[src/rtl/me_pkg.sv]
// Shared types for the motion-estimation frame loader.
// Holds the FSM state enum, default memory depths and the result record.
package me_pkg;

   localparam int R_DEPTH_DEF = 256;
   localparam int S_DEPTH_DEF = 1024;

   typedef enum logic [2:0] {
      IDLE   = 3'd0,
      LOAD_R = 3'd1,
      LOAD_S = 3'd2,
      KICK   = 3'd3,
      WAIT   = 3'd4,
      RESULT = 3'd5
   } state_t;

   typedef struct packed {
      logic       timeout_err;
      logic [7:0] frame_id;
      logic [7:0] best_dist;
      logic [3:0] motion_x;
      logic [3:0] motion_y;
   } result_t;

endpackage

[src/rtl/frame_loader.sv]
// Streams R then S pixel bytes into two memories, kicks the ME core,
// waits (with timeout) for its result and offers it as a record.
// Ports: clock/reset; in_data/in_valid/in_ready byte stream;
//   wr_*_r / wr_*_s memory write ports; start/completed/motionX/motionY/
//   BestDist core handshake; res_valid/res_ready/res_data result record.
module frame_loader
   import me_pkg::*;
#(
   parameter int R_DEPTH = R_DEPTH_DEF,
   parameter int S_DEPTH = S_DEPTH_DEF,
   parameter int TIMEOUT = 4096
) (
   input  logic        clock,
   input  logic        reset,
   input  logic [7:0]  in_data,
   input  logic        in_valid,
   output logic        in_ready,
   output logic        wr_en_r,
   output logic [7:0]  wr_addr_r,
   output logic [7:0]  wr_data_r,
   output logic        wr_en_s,
   output logic [9:0]  wr_addr_s,
   output logic [7:0]  wr_data_s,
   output logic        start,
   input  logic        completed,
   input  logic [3:0]  motionX,
   input  logic [3:0]  motionY,
   input  logic [7:0]  BestDist,
   output logic        res_valid,
   input  logic        res_ready,
   output logic [24:0] res_data
);

   localparam int TW = $clog2(TIMEOUT + 1);

   state_t        state;
   logic [9:0]    cnt;
   logic [TW-1:0] tcnt;
   logic [7:0]    frame_id;
   result_t       res;

   logic loading_r;
   logic loading_s;
   logic accept;
   logic r_last;
   logic s_last;
   logic done_seen;
   logic timed_out;

   // IDLE takes the first R byte so the stream never stalls on entry.
   assign loading_r = (state == IDLE) || (state == LOAD_R);
   assign loading_s = (state == LOAD_S);

   // Gated by reset so the stream is refused while reset is held.
   assign in_ready  = reset && (loading_r || loading_s);
   assign accept    = in_valid && in_ready;

   assign r_last    = (cnt == 10'(R_DEPTH - 1));
   assign s_last    = (cnt == 10'(S_DEPTH - 1));

   assign wr_en_r   = accept && loading_r;
   assign wr_addr_r = loading_r ? cnt[7:0] : '0;
   assign wr_data_r = wr_en_r ? in_data : '0;

   assign wr_en_s   = accept && loading_s;
   assign wr_addr_s = loading_s ? cnt : '0;
   assign wr_data_s = wr_en_s ? in_data : '0;

   assign start     = (state == KICK);
   assign res_valid = (state == RESULT);
   assign res_data  = res;

   // The first WAIT cycle may still see a stale done level from the
   // previous job, so completed is only trusted from the second one on.
   assign done_seen = completed && (tcnt != '0);
   assign timed_out = (tcnt == TW'(TIMEOUT - 1));

   always_ff @(posedge clock or negedge reset) begin
      if (!reset) begin
         state    <= IDLE;
         cnt      <= '0;
         tcnt     <= '0;
         frame_id <= '0;
         res      <= '0;
      end else begin
         unique case (state)
            IDLE, LOAD_R: begin
               if (accept) begin
                  if (r_last) begin
                     cnt   <= '0;
                     state <= LOAD_S;
                  end else begin
                     cnt   <= cnt + 10'd1;
                     state <= LOAD_R;
                  end
               end
            end
            LOAD_S: begin
               if (accept) begin
                  if (s_last) begin
                     cnt   <= '0;
                     state <= KICK;
                  end else begin
                     cnt   <= cnt + 10'd1;
                  end
               end
            end
            KICK: begin
               tcnt  <= '0;
               state <= WAIT;
            end
            WAIT: begin
               if (done_seen) begin
                  res   <= {1'b0, frame_id, BestDist, motionX, motionY};
                  state <= RESULT;
               end else if (timed_out) begin
                  res   <= {1'b1, frame_id, 16'h0000};
                  state <= RESULT;
               end else begin
                  tcnt  <= tcnt + 1'b1;
               end
            end
            RESULT: begin
               if (res_ready) begin
                  frame_id <= frame_id + 8'd1;
                  tcnt     <= '0;
                  state    <= IDLE;
               end
            end
            default: state <= IDLE;
         endcase
      end
   end

endmodule

[config.mk]
export PLATFORM = sky130hd
export DESIGN_NAME = frame_loader
export DESIGN_NICKNAME = d
export VERILOG_FILES = /design/src/rtl/me_pkg.sv /design/src/rtl/frame_loader.sv
export SDC_FILE = /design/constraint.sdc
export NUM_CORES = 1
export LEC_CHECK = 0
export ABC_AREA = 1
export CORE_MARGIN = 4
export CORE_UTILIZATION = 35
export DETAILED_ROUTE_END_ITERATION = 8
export SLEW_MARGIN = 30
export SYNTH_ARGS = -nofsm -noshare
export SYNTH_HDL_FRONTEND = slang
export SYNTH_SLANG_ARGS = --single-unit
[constraint.sdc]
create_clock -name clock -period 1.6 [get_ports clock]
set_input_delay 0.24 -clock clock [delete_from_list [all_inputs] [get_ports clock]]
set_output_delay 0.24 -clock clock [all_outputs]
set_load 0.005 [all_outputs]
==> run metrics, run 1 <==
outcome finished, violations left; VDD IR max 0.578 mV; Detailed Place HPWL 6.50 mm; Clk Latency, worst-skew pair 330 ps; Worst Clk Skew 7.86 ps; Reg2Reg Depth 11; Final Max Tran Viols 0; register area share after synthesis 44.9%; Syn Nets 479; first-pass GRT wire length 15.6 mm; global route total overflow 0; DR iter-0 viols 101; hold crit path type in2async; Die ar. 11000 um2; Worst EP required 1360 ps; most frequent cells in the layout 101 x nand2_1, 57 x inv_1, 57 x dfrtp_1; Netlist cell types 32; R2R setup slack -110 ps; Row Count 35; Die Y 105 um; Cells after Synth 446; Max Buffers Root-to-Sink 2; Max Cap Viol 0; Worst R2R End tcnt[12]; Synth area leader dfrtp_1; Ports 93; Via density 4.63; Antenna Nets Post-Route 0; fin crit share 118%; initial cell density of the core 35.7%; GRT Total Usage 17.3%; synth top area cells dfrtp_1 45%, nand2_1 15%, nor2_1 8.2%, inv_1 7.7%, nand3_1 2.4%; Fin. Hold Viols 0; H-tree depth 3; #FFs+latches synth 59; Simple-Gate Fraction of Synth Area 34.0%; Final nets 646; DR vias 3372; gr busiest metal met2; CP endpoint wr_data_s[0]; global routing usage on met1 20.9%; drt drc 0; final setup vio count 64; area delta synth->final 65.4%; Worst slew margin 66.4%; initial antenna violation count 0; wire per inst 13.6 um; fmax 529 MHz; largest net degree at the start of global routing 25; XOR/XNOR Fraction of Synth Area 3.20%; pwr/cell area 678 nW/um2; Least-Margin Pin Slew 500 ps; Root Buffer clkbuf_8; largest fanout on the critical path 8; most common cell after layout, fill and taps aside nand2_1; Synth Area in Compound Gates 6.05%; routed wire length 9.89 mm; multi-input logic area 1870 um2; Num CTS Buffers 9; share of layout cells above drive strength 1 40.2%; routability cong. 0.792; multiplexer share of the synthesized area 0.343%; largest family of logic cells by synthesized area simple AND/OR/NAND/NOR gates; share of the synthesized area in the top cell type 44.9%; # clock sinks 59; critical path arrival 1650 ps; Post-Synth Adder-Cell Area 1.52%; FF-to-FF Start tcnt[1]; TritonCTS clock tree yes; Lkg Pwr 2.80 nW; Avg Inst Size Synth 7.37 um2; core box area 9200 um2; vias in the first global route 3330; met2 track demand over resource 30.7%; Yosys Warn Count 0; Die X-Extent 105 um; first drt pass iteration count 4; setup slack after placement -439 ps; CP Launch Type flip-flop; crit-path max cell delay 410 ps; CP Capture Type primary output; crit path cell chain a21oi_2 > nand3_2 > inv_4 > nand2_4 > buf_6 > nor2_1 > buf_2; Worst Slack Setup Final -291 ps; FILL cells 823; antenna cells 0; critical path class reg2out; met3 GRT Util 3.09%; Tot Pwr 3.69 mW; min Tclk post-route 1890 ps; Clk pin slew, worst setup/hold paths 70 ps; Cell Area, Synth 3290 um2; RSZ-0062 raised after global routing true; sequential cell area 1480 um2; failing checks negative setup slack; CP max stage cell dfrtp_1; IO Port Bufs 92; Setup crit start state[1]
## area by class of cell
type	instances	area share (%)
flip-flops and latches	59	27.2
repair buffers	160	26.3
clock buffers	11	2.79
well taps	111	2.56
multi-input cells	309	34.5
inverters	72	5.46
repair inverters	2	0.299
clock inverters	4	0.921
## worst min path at each step
stage               slack, ps      endpoint   startpoint  cells after the start
detailed placement        260        cnt[8]        reset                      2
finish                    120        cnt[4]        reset                      3
global route              130        cnt[4]        reset                      3
floorplan                 -60        cnt[0]        reset                      0
CTS                       430  res_data[12]  BestDist[4]                      3
global placement          250        cnt[8]        reset                      2
## worst max-delay path, delay by kind of cell (launching register included)
kind | cells | cell delay, ps
AO/OA/AOI/OAI | 1 | 220
buffers and inverters | 3 | 380
flip-flops | 1 | 410
AND/OR/NAND/NOR | 3 | 300
## cells in the mapped netlist
cell type	n
nor2_2	4
o21ai_2	1
xnor2_1	6
o211ai_1	1
clkbuf_1	1
buf_6	4
nand3b_1	1
nand4_1	7
nand2_4	3
o22ai_1	1
o21a_1	1
mux2_2	1
buf_2	2
nor2_1	72
ha_1	4
nor3b_1	2
nor2_4	4
nand4_2	1
inv_1	67
nand3_1	16
nand3_4	1
xor2_1	6
dfrtp_1	59
a21oi_1	10
nand2_1	131
o21ai_1	6
nor3_1	4
nand3_2	1
inv_2	5
a21oi_2	1
o21ai_0	16
nand2_2	7
## sequential cells by signal (all words and copies together) (netlist names)
signal    flops
res_data     25
state         3
cnt          10
frame_id      8
tcnt         13
## timing repair
item                                    CTS  global route
cloned                                    3             2
resized for setup                       227           108
endpoints found under the setup margin   77            91
pin swaps                                19            24
hold endpoints to repair                 35             0
buffers inserted                         24            19
hold buffers                              1             0
## where the power goes
part | switching (mW) | internal, mW | total (mW)
Combinational | 0.362 | 0.292 | 0.655
Clock | 0.582 | 0.792 | 1.37
Sequential | 0.0874 | 1.57 | 1.66
## stage by stage
stage / TNS [ps] / hold WS [ps] / utilization, % / area [um2] / instances
6_report: -6760 / 119 / 59.1 / 5440 / 728
5_1_grt: -13480 / 134 / 59.1 / 5440 / 728
4_1_cts: -6690 / 428 / 54.1 / 4970 / 712
3_5_place_dp: -13260 / 262 / 49.1 / 4510 / 671
3_3_place_gp: -12370 / 251 / 49.1 / 4510 / 671
2_1_floorplan: 0 / -55.6 / - / 3290 / 446
## logic make-up (layout without fill, tap and decap cells)
family	after synthesis	after routing
xor+xnor	12	12
fa+ha+maj	4	4
buf+inv	79	249
simple gates	254	255
compound gates	37	37
flops	59	59
mux	1	1
## layer usage
layer | share of wire [%] | wire [um] | vias up
li1 | - | - | 1706
met1 | 42 | 4110 | 1558
met2 | 52 | 5170 | 91
met3 | 4.7 | 466 | 17
met4 | 1.5 | 144 | 0
met5 | 0 | 0 | -
No activity file was read; power rests on OpenSTA's default activity.
==> inputs of run 2 (changes only) <==
Settings changed: SETUP_SLACK_MARGIN from default to 0.3.
==> run 2 against run 1 <==
Net effect:
- the flow still finishes with violations (negative setup slack)
- register-to-register slack got worse by 50 ps
- sequential cell count stayed put
- core utilization rose by 6.9 points
- final area up 12%
- maximum frequency rose by 1.2%
- cell count grew 3.4%
- power rose by 4.1%
- clock skew up 3.9 ps
- clock-buffer cell count fell by 2
- setup slack improved by 22 ps
- critical path depth increased by 1
- worst hold slack better by 96 ps
- highest routed layer unchanged
==> run metrics, run 2 (synthesized netlist as in run 1, its figures left out) <==
RSZ-0062 raised after global routing true (unchanged); worst path bufs/invs 4 (was 3); Ports 93 (unchanged); Least-Margin Pin Slew 669 ps (was 500 ps); Lkg Pwr 3.11 nW (was 2.80 nW); pwr/cell area 632 nW/um2 (was 678 nW/um2); CP top delay family flip-flops (unchanged); Final Max Tran Viols 0 (unchanged); FF-to-FF Start state[2] (was tcnt[1]); CP Launch Type flip-flop (unchanged); most common cell after layout, fill and taps aside nand2_1 (unchanged); Detailed Place HPWL 6.22 mm (was 6.50 mm); CP max stage cell dfrtp_2 (was dfrtp_1); Via density 4.68 (was 4.63); failing checks negative setup slack (unchanged); Die X-Extent 105 um (unchanged); H-tree depth 3 (unchanged); Max Cap Viol 0 (unchanged); first-pass GRT wire length 16.3 mm (was 15.6 mm); Worst slew margin 55.4% (was 66.4%); Clk Latency, worst-skew pair 350 ps (was 330 ps); Die Y 105 um (unchanged); routability cong. 0.794 (was 0.792); share of layout cells above drive strength 1 48.8% (was 40.2%); vias in the first global route 3340 (was 3330); # clock sinks 59 (unchanged); crit-path max cell delay 470 ps (was 410 ps); Largest register FFs 25 (unchanged); Antenna Nets Post-Route 0 (unchanged); Num CTS Buffers 9 (unchanged); Gate power share 19.4% (was 17.8%); GRT Total Usage 18.0% (was 17.3%); Max Buffers Root-to-Sink 2 (unchanged); CP Capture Type primary output (unchanged); Clk pin slew, worst setup/hold paths 70 ps (about the same); final setup vio count 73 (was 64); P_sw 1.21 mW (was 1.03 mW); Die ar. 11000 um2 (unchanged); initial antenna violation count 0 (unchanged); Final nets 670 (was 646); VDD IR max 0.530 mV (was 0.578 mV); largest net degree at the start of global routing 53 (was 25); wire per inst 14.1 um (was 13.6 um); TritonCTS clock tree yes (unchanged); DR iter-0 viols 103 (was 101); antenna cells 0 (unchanged); setup TNS -8360 ps (was -6760 ps); Row Count 35 (unchanged); global route total overflow 0 (unchanged); IO Port Bufs 92 (unchanged); Int Pwr 2.62 mW (was 2.65 mW); Worst EP required 1360 ps (about the same); Setup crit start state[2] (was state[1]); Worst Clk Skew 11.7 ps (was 7.86 ps); first drt pass iteration count 4 (unchanged); critical path class reg2out (unchanged); final instance area 6070 um2 (was 5440 um2); most frequent CP cell nor2_4; Fin. Hold Viols 0 (unchanged); routed wire length 10.6 mm (was 9.89 mm); fmax 535 MHz (was 529 MHz); core box area 9200 um2 (unchanged); min Tclk post-route 1870 ps (was 1890 ps); outcome finished, violations left (unchanged); area delta synth->final 84.6% (was 65.4%); largest fanout on the critical path 5 (was 8); hold crit path type in2async (unchanged); DP Area 4640 um2 (was 4510 um2); initial cell density of the core 35.7% (unchanged); critical path arrival 1630 ps (was 1650 ps); Worst Slack Setup Final -268 ps (was -291 ps); most frequent cells in the layout 74 x nand2_1, 59 x inv_1, 54 x dfrtp_1 (was 101 x nand2_1, 57 x inv_1, 57 x dfrtp_1); FILL cells 728 (was 823); Root Buffer clkbuf_8 (unchanged); Sw Ratio 31.6% (was 28.0%); DR vias 3526 (was 3372); crit path cell chain inv_2 > nand2_4 > nor2_4 > buf_6 > buf_12 > nand2_8 > nor2_4 > buf_2 (was a21oi_2 > nand3_2 > inv_4 > nand2_4 > buf_6 > nor2_1 > buf_2); Clock power frac 37.4% (was 37.3%); fin crit share 117% (was 118%); drt drc 0 (unchanged); Seq pwr share 43.2% (was 44.9%)
-- run 2: metrics by stage --
step                utilization, %  hold WS [ps]  setup WS, ps  instances  total power [mW]
global placement              50.4           240          -340        673              2.32
finish                        66.0           215          -268        753              3.84
detailed placement            50.4           251          -370        673              2.33
floorplan                        -         -55.6           118        446              1.96
global route                  66.0           267          -332        753              4.02
CTS                           59.0           242          -263        732              3.70
-- run 2: path summary, 6_finish.rpt --
check,endpoint,slack (ps),cells past startpoint
min in group clock,res_data[10],430,3
min,frame_id[2],210,3
max,wr_data_s[2],-270,8
min reg2reg,res_data[17],480,2
max in group asynchronous,cnt[9],820,3
max reg2reg,state[1],-160,12
-- run 2: what timing repair did --
| action | 4_1_cts | 5_1_grt |
|---|---|---|
| gates cloned | 5 | 0 |
| endpoints found under the setup margin | 119 | 104 |
| gates resized for setup | 292 | 121 |
| setup buffers | 37 | 21 |
| hold endpoints to repair | 7 | 0 |
| pin swaps | 26 | 28 |
| hold buffers | 1 | 0 |
-- run 2: per-layer routing --
| layer | share of wire [%] | GRT usage, % |
|---|---|---|
| met5 | 0 | 0 |
| met4 | 1.1 | 4.69 |
| met3 | 3.3 | 3.64 |
| met2 | 54 | 31.6 |
| met1 | 42 | 22.6 |
-- run 2: area by class of cell --
type                    count  area, um2  share of cell area, %
clock inverters             7       76.3                   1.26
multi-input cells         310       2230                   36.8
clock buffers               9        124                   2.04
well taps                 111        139                   2.29
repair buffers            185       1720                   28.3
flip-flops and latches     59       1480                   24.4
inverters                  72        299                   4.93
-- run 2: power groups by stage --
stage / Sequential [mW] / Combinational, mW / Clock, mW
floorplan: 1.66 / 0.307 / 0
global placement: 1.68 / 0.639 / 0
detailed placement: 1.68 / 0.648 / 0
CTS: 1.66 / 0.597 / 1.44
global route: 1.67 / 0.827 / 1.52
finish: 1.66 / 0.746 / 1.43
-- run 2: worst reg2reg max path, delay by kind of cell (launching register included) --
kind	cells	cell delay, ps
flip-flops	1	470
AO/OA/AOI/OAI	1	90
buffers and inverters	6	640
AND/OR/NAND/NOR	5	440
==> edit (settings of run 2) <==
`TIMEOUT`: 4096 -> 16384.
--- a/src/rtl/frame_loader.sv
+++ b/src/rtl/frame_loader.sv
@@ -10,3 +10,3 @@
    parameter int S_DEPTH = S_DEPTH_DEF,
-   parameter int TIMEOUT = 4096
+   parameter int TIMEOUT = 16384
 ) (
Behaviour: no difference found for any inputs over 10 cycles, from zero or initial values and one cycle with reset low; that may be too few to reach the edited logic, so the function may still have changed.
==> edit against run 2 <==
The run still ends with negative setup slack left; power grew 34%; sequential cell count grew 2; final area grew 5.8%; register-to-register slack lost 0.15 ns; wire length grew 7.9%; area after synthesis grew 6.8%; count of clock-buffer cells in the layout grew 2; fmax shrank 3.7%; setup slack lost 0.072 ns.
==> edit: results (changes against run 2) <==
[status]
violations=negative setup slack
run_status=finished, violations left

[setup_path]
slowest_delay_ns=0.44  ; -0.03 ns
rr_startpoint=state[1]$_DFFE_PN0P_
critical_path.max_fanout=4  ; -1
crit_family=buffers and inverters
critPathSlowestCell=dfrtp_1
critPathArrivalTime_ns=1.70  ; +0.07 ns

[pwr]
cellLeakagePower_nw=3.21  ; +3.3%
vdd_ir_drop_max_uv=541  ; +2.1%

[global_routing]
track_usage_pct=18.1  ; +0.11 points
grt_pass1_vias=3622  ; +8.4%
grt_pass1_wl_um=17200  ; +5.5%

[clock_network]
cts_htree_levels=3  ; unchanged
cts_resized=273  ; -6.5%
cts.clk_slew.worst_paths_ns=0.07  ; about the same
postCtsSetupRepairBufs=35  ; -5.4%

[yosys]
synthTopCellsByArea=dfrtp_1 43%, nand2_1 11%, nor2_1 7.7%
netlist_instances=456  ; +2.2%
synth_cell_type_count=36  ; +13%
synth_common_cells=99 x nand2_1, 72 x nor2_1, 61 x dfrtp_1, 58 x inv_1, 45 x nand3_1
synth_nets=489  ; +2.1%
yosysSeqAreaShare_pct=43.5  ; -1.4 points

[timing]
fin_hold_ws_ns=0.100  ; -0.115 ns
fin_ws_ns=-0.340  ; -0.0718 ns
skew_ns=0.00559  ; -0.00614 ns
setup-violations-final=95  ; +30%

[cells_and_area]
nNetsFinal=682  ; +1.8%
drive_gt1_share_pct=48.7  ; -0.056 points

[place]
dpl.hpwl_um=6900  ; +11%
place_inst=710  ; +5.5%
gp_congestion=0.828  ; +4.3%

[drt]
viasPerCell=4.72  ; +0.83%
drt_iter0_drc=145  ; +41%
wl_um=11400  ; +7.9%
wire_per_inst_um=14.5  ; +3.4%

edit: per-layer routing:
metal | track usage [%] | vias to the layer above | part of all wire (%)
met4 | 5.59 | 0 | 1.4
met2 | 31.9 | 70 | 55
met1 | 22.2 | 1801 | 40
met3 | 3.88 | 18 | 3.3
li1 | - | 1822 | -
met5 | 0 | - | 0
edit: metrics by stage:
step                setup TNS [ns]  setup WS [ns]  instance area (um2)
floorplan                        0          0.135                 3580
global placement             -6.34         -0.357                 4900
detailed placement           -6.96         -0.399                 4900
CTS                         -14.98         -0.335                 5680
global route                -24.90         -0.423                 6420
finish                      -18.30         -0.340                 6420
edit: area by class of cell:
type / count / area [um2]
Clock inverter: 4 / 95.1
Sequential cell: 61 / 1530
Fill cell: 812 / 3360
Tap cell: 133 / 166
Timing Repair inverter: 1 / 11.3
Multi-Input combinational cell: 321 / 2340
Clock buffer: 11 / 151
Timing Repair Buffer: 188 / 1830
Inverter: 67 / 289
edit: worst register-to-register path: stages, from the launching register on:
cell and delay (ns):
dfrtp_2 0.46, buf_6 0.13, buf_6 0.10, buf_6 0.11
nand2_4 0.07, nor2_4 0.04, buf_6 0.11, buf_6 0.11
o21ai_4 0.15, inv_2 0.06, nand3_4 0.13, buf_12 0.13
clkbuf_16 0.14, nand2_2 0.04, nand2_1 0.06
edit: cells by family (layout without fill, tap and decap cells):
group	after synthesis	count (layout)	synth area share (%)
simple gates	256	258	34.4
buf+inv	76	271	9.12
flops	61	61	43.5
compound gates	41	41	6.99
xor+xnor	17	17	4.24
fa+ha+maj	4	4	1.43
mux	1	1	0.321
edit: report_power, final:
group	internal [W]	switching, W
Clock	0.00111	0.000624
Combinational	0.000667	0.000792
Sequential	0.00175	0.000191
Total	0.00353	0.00161
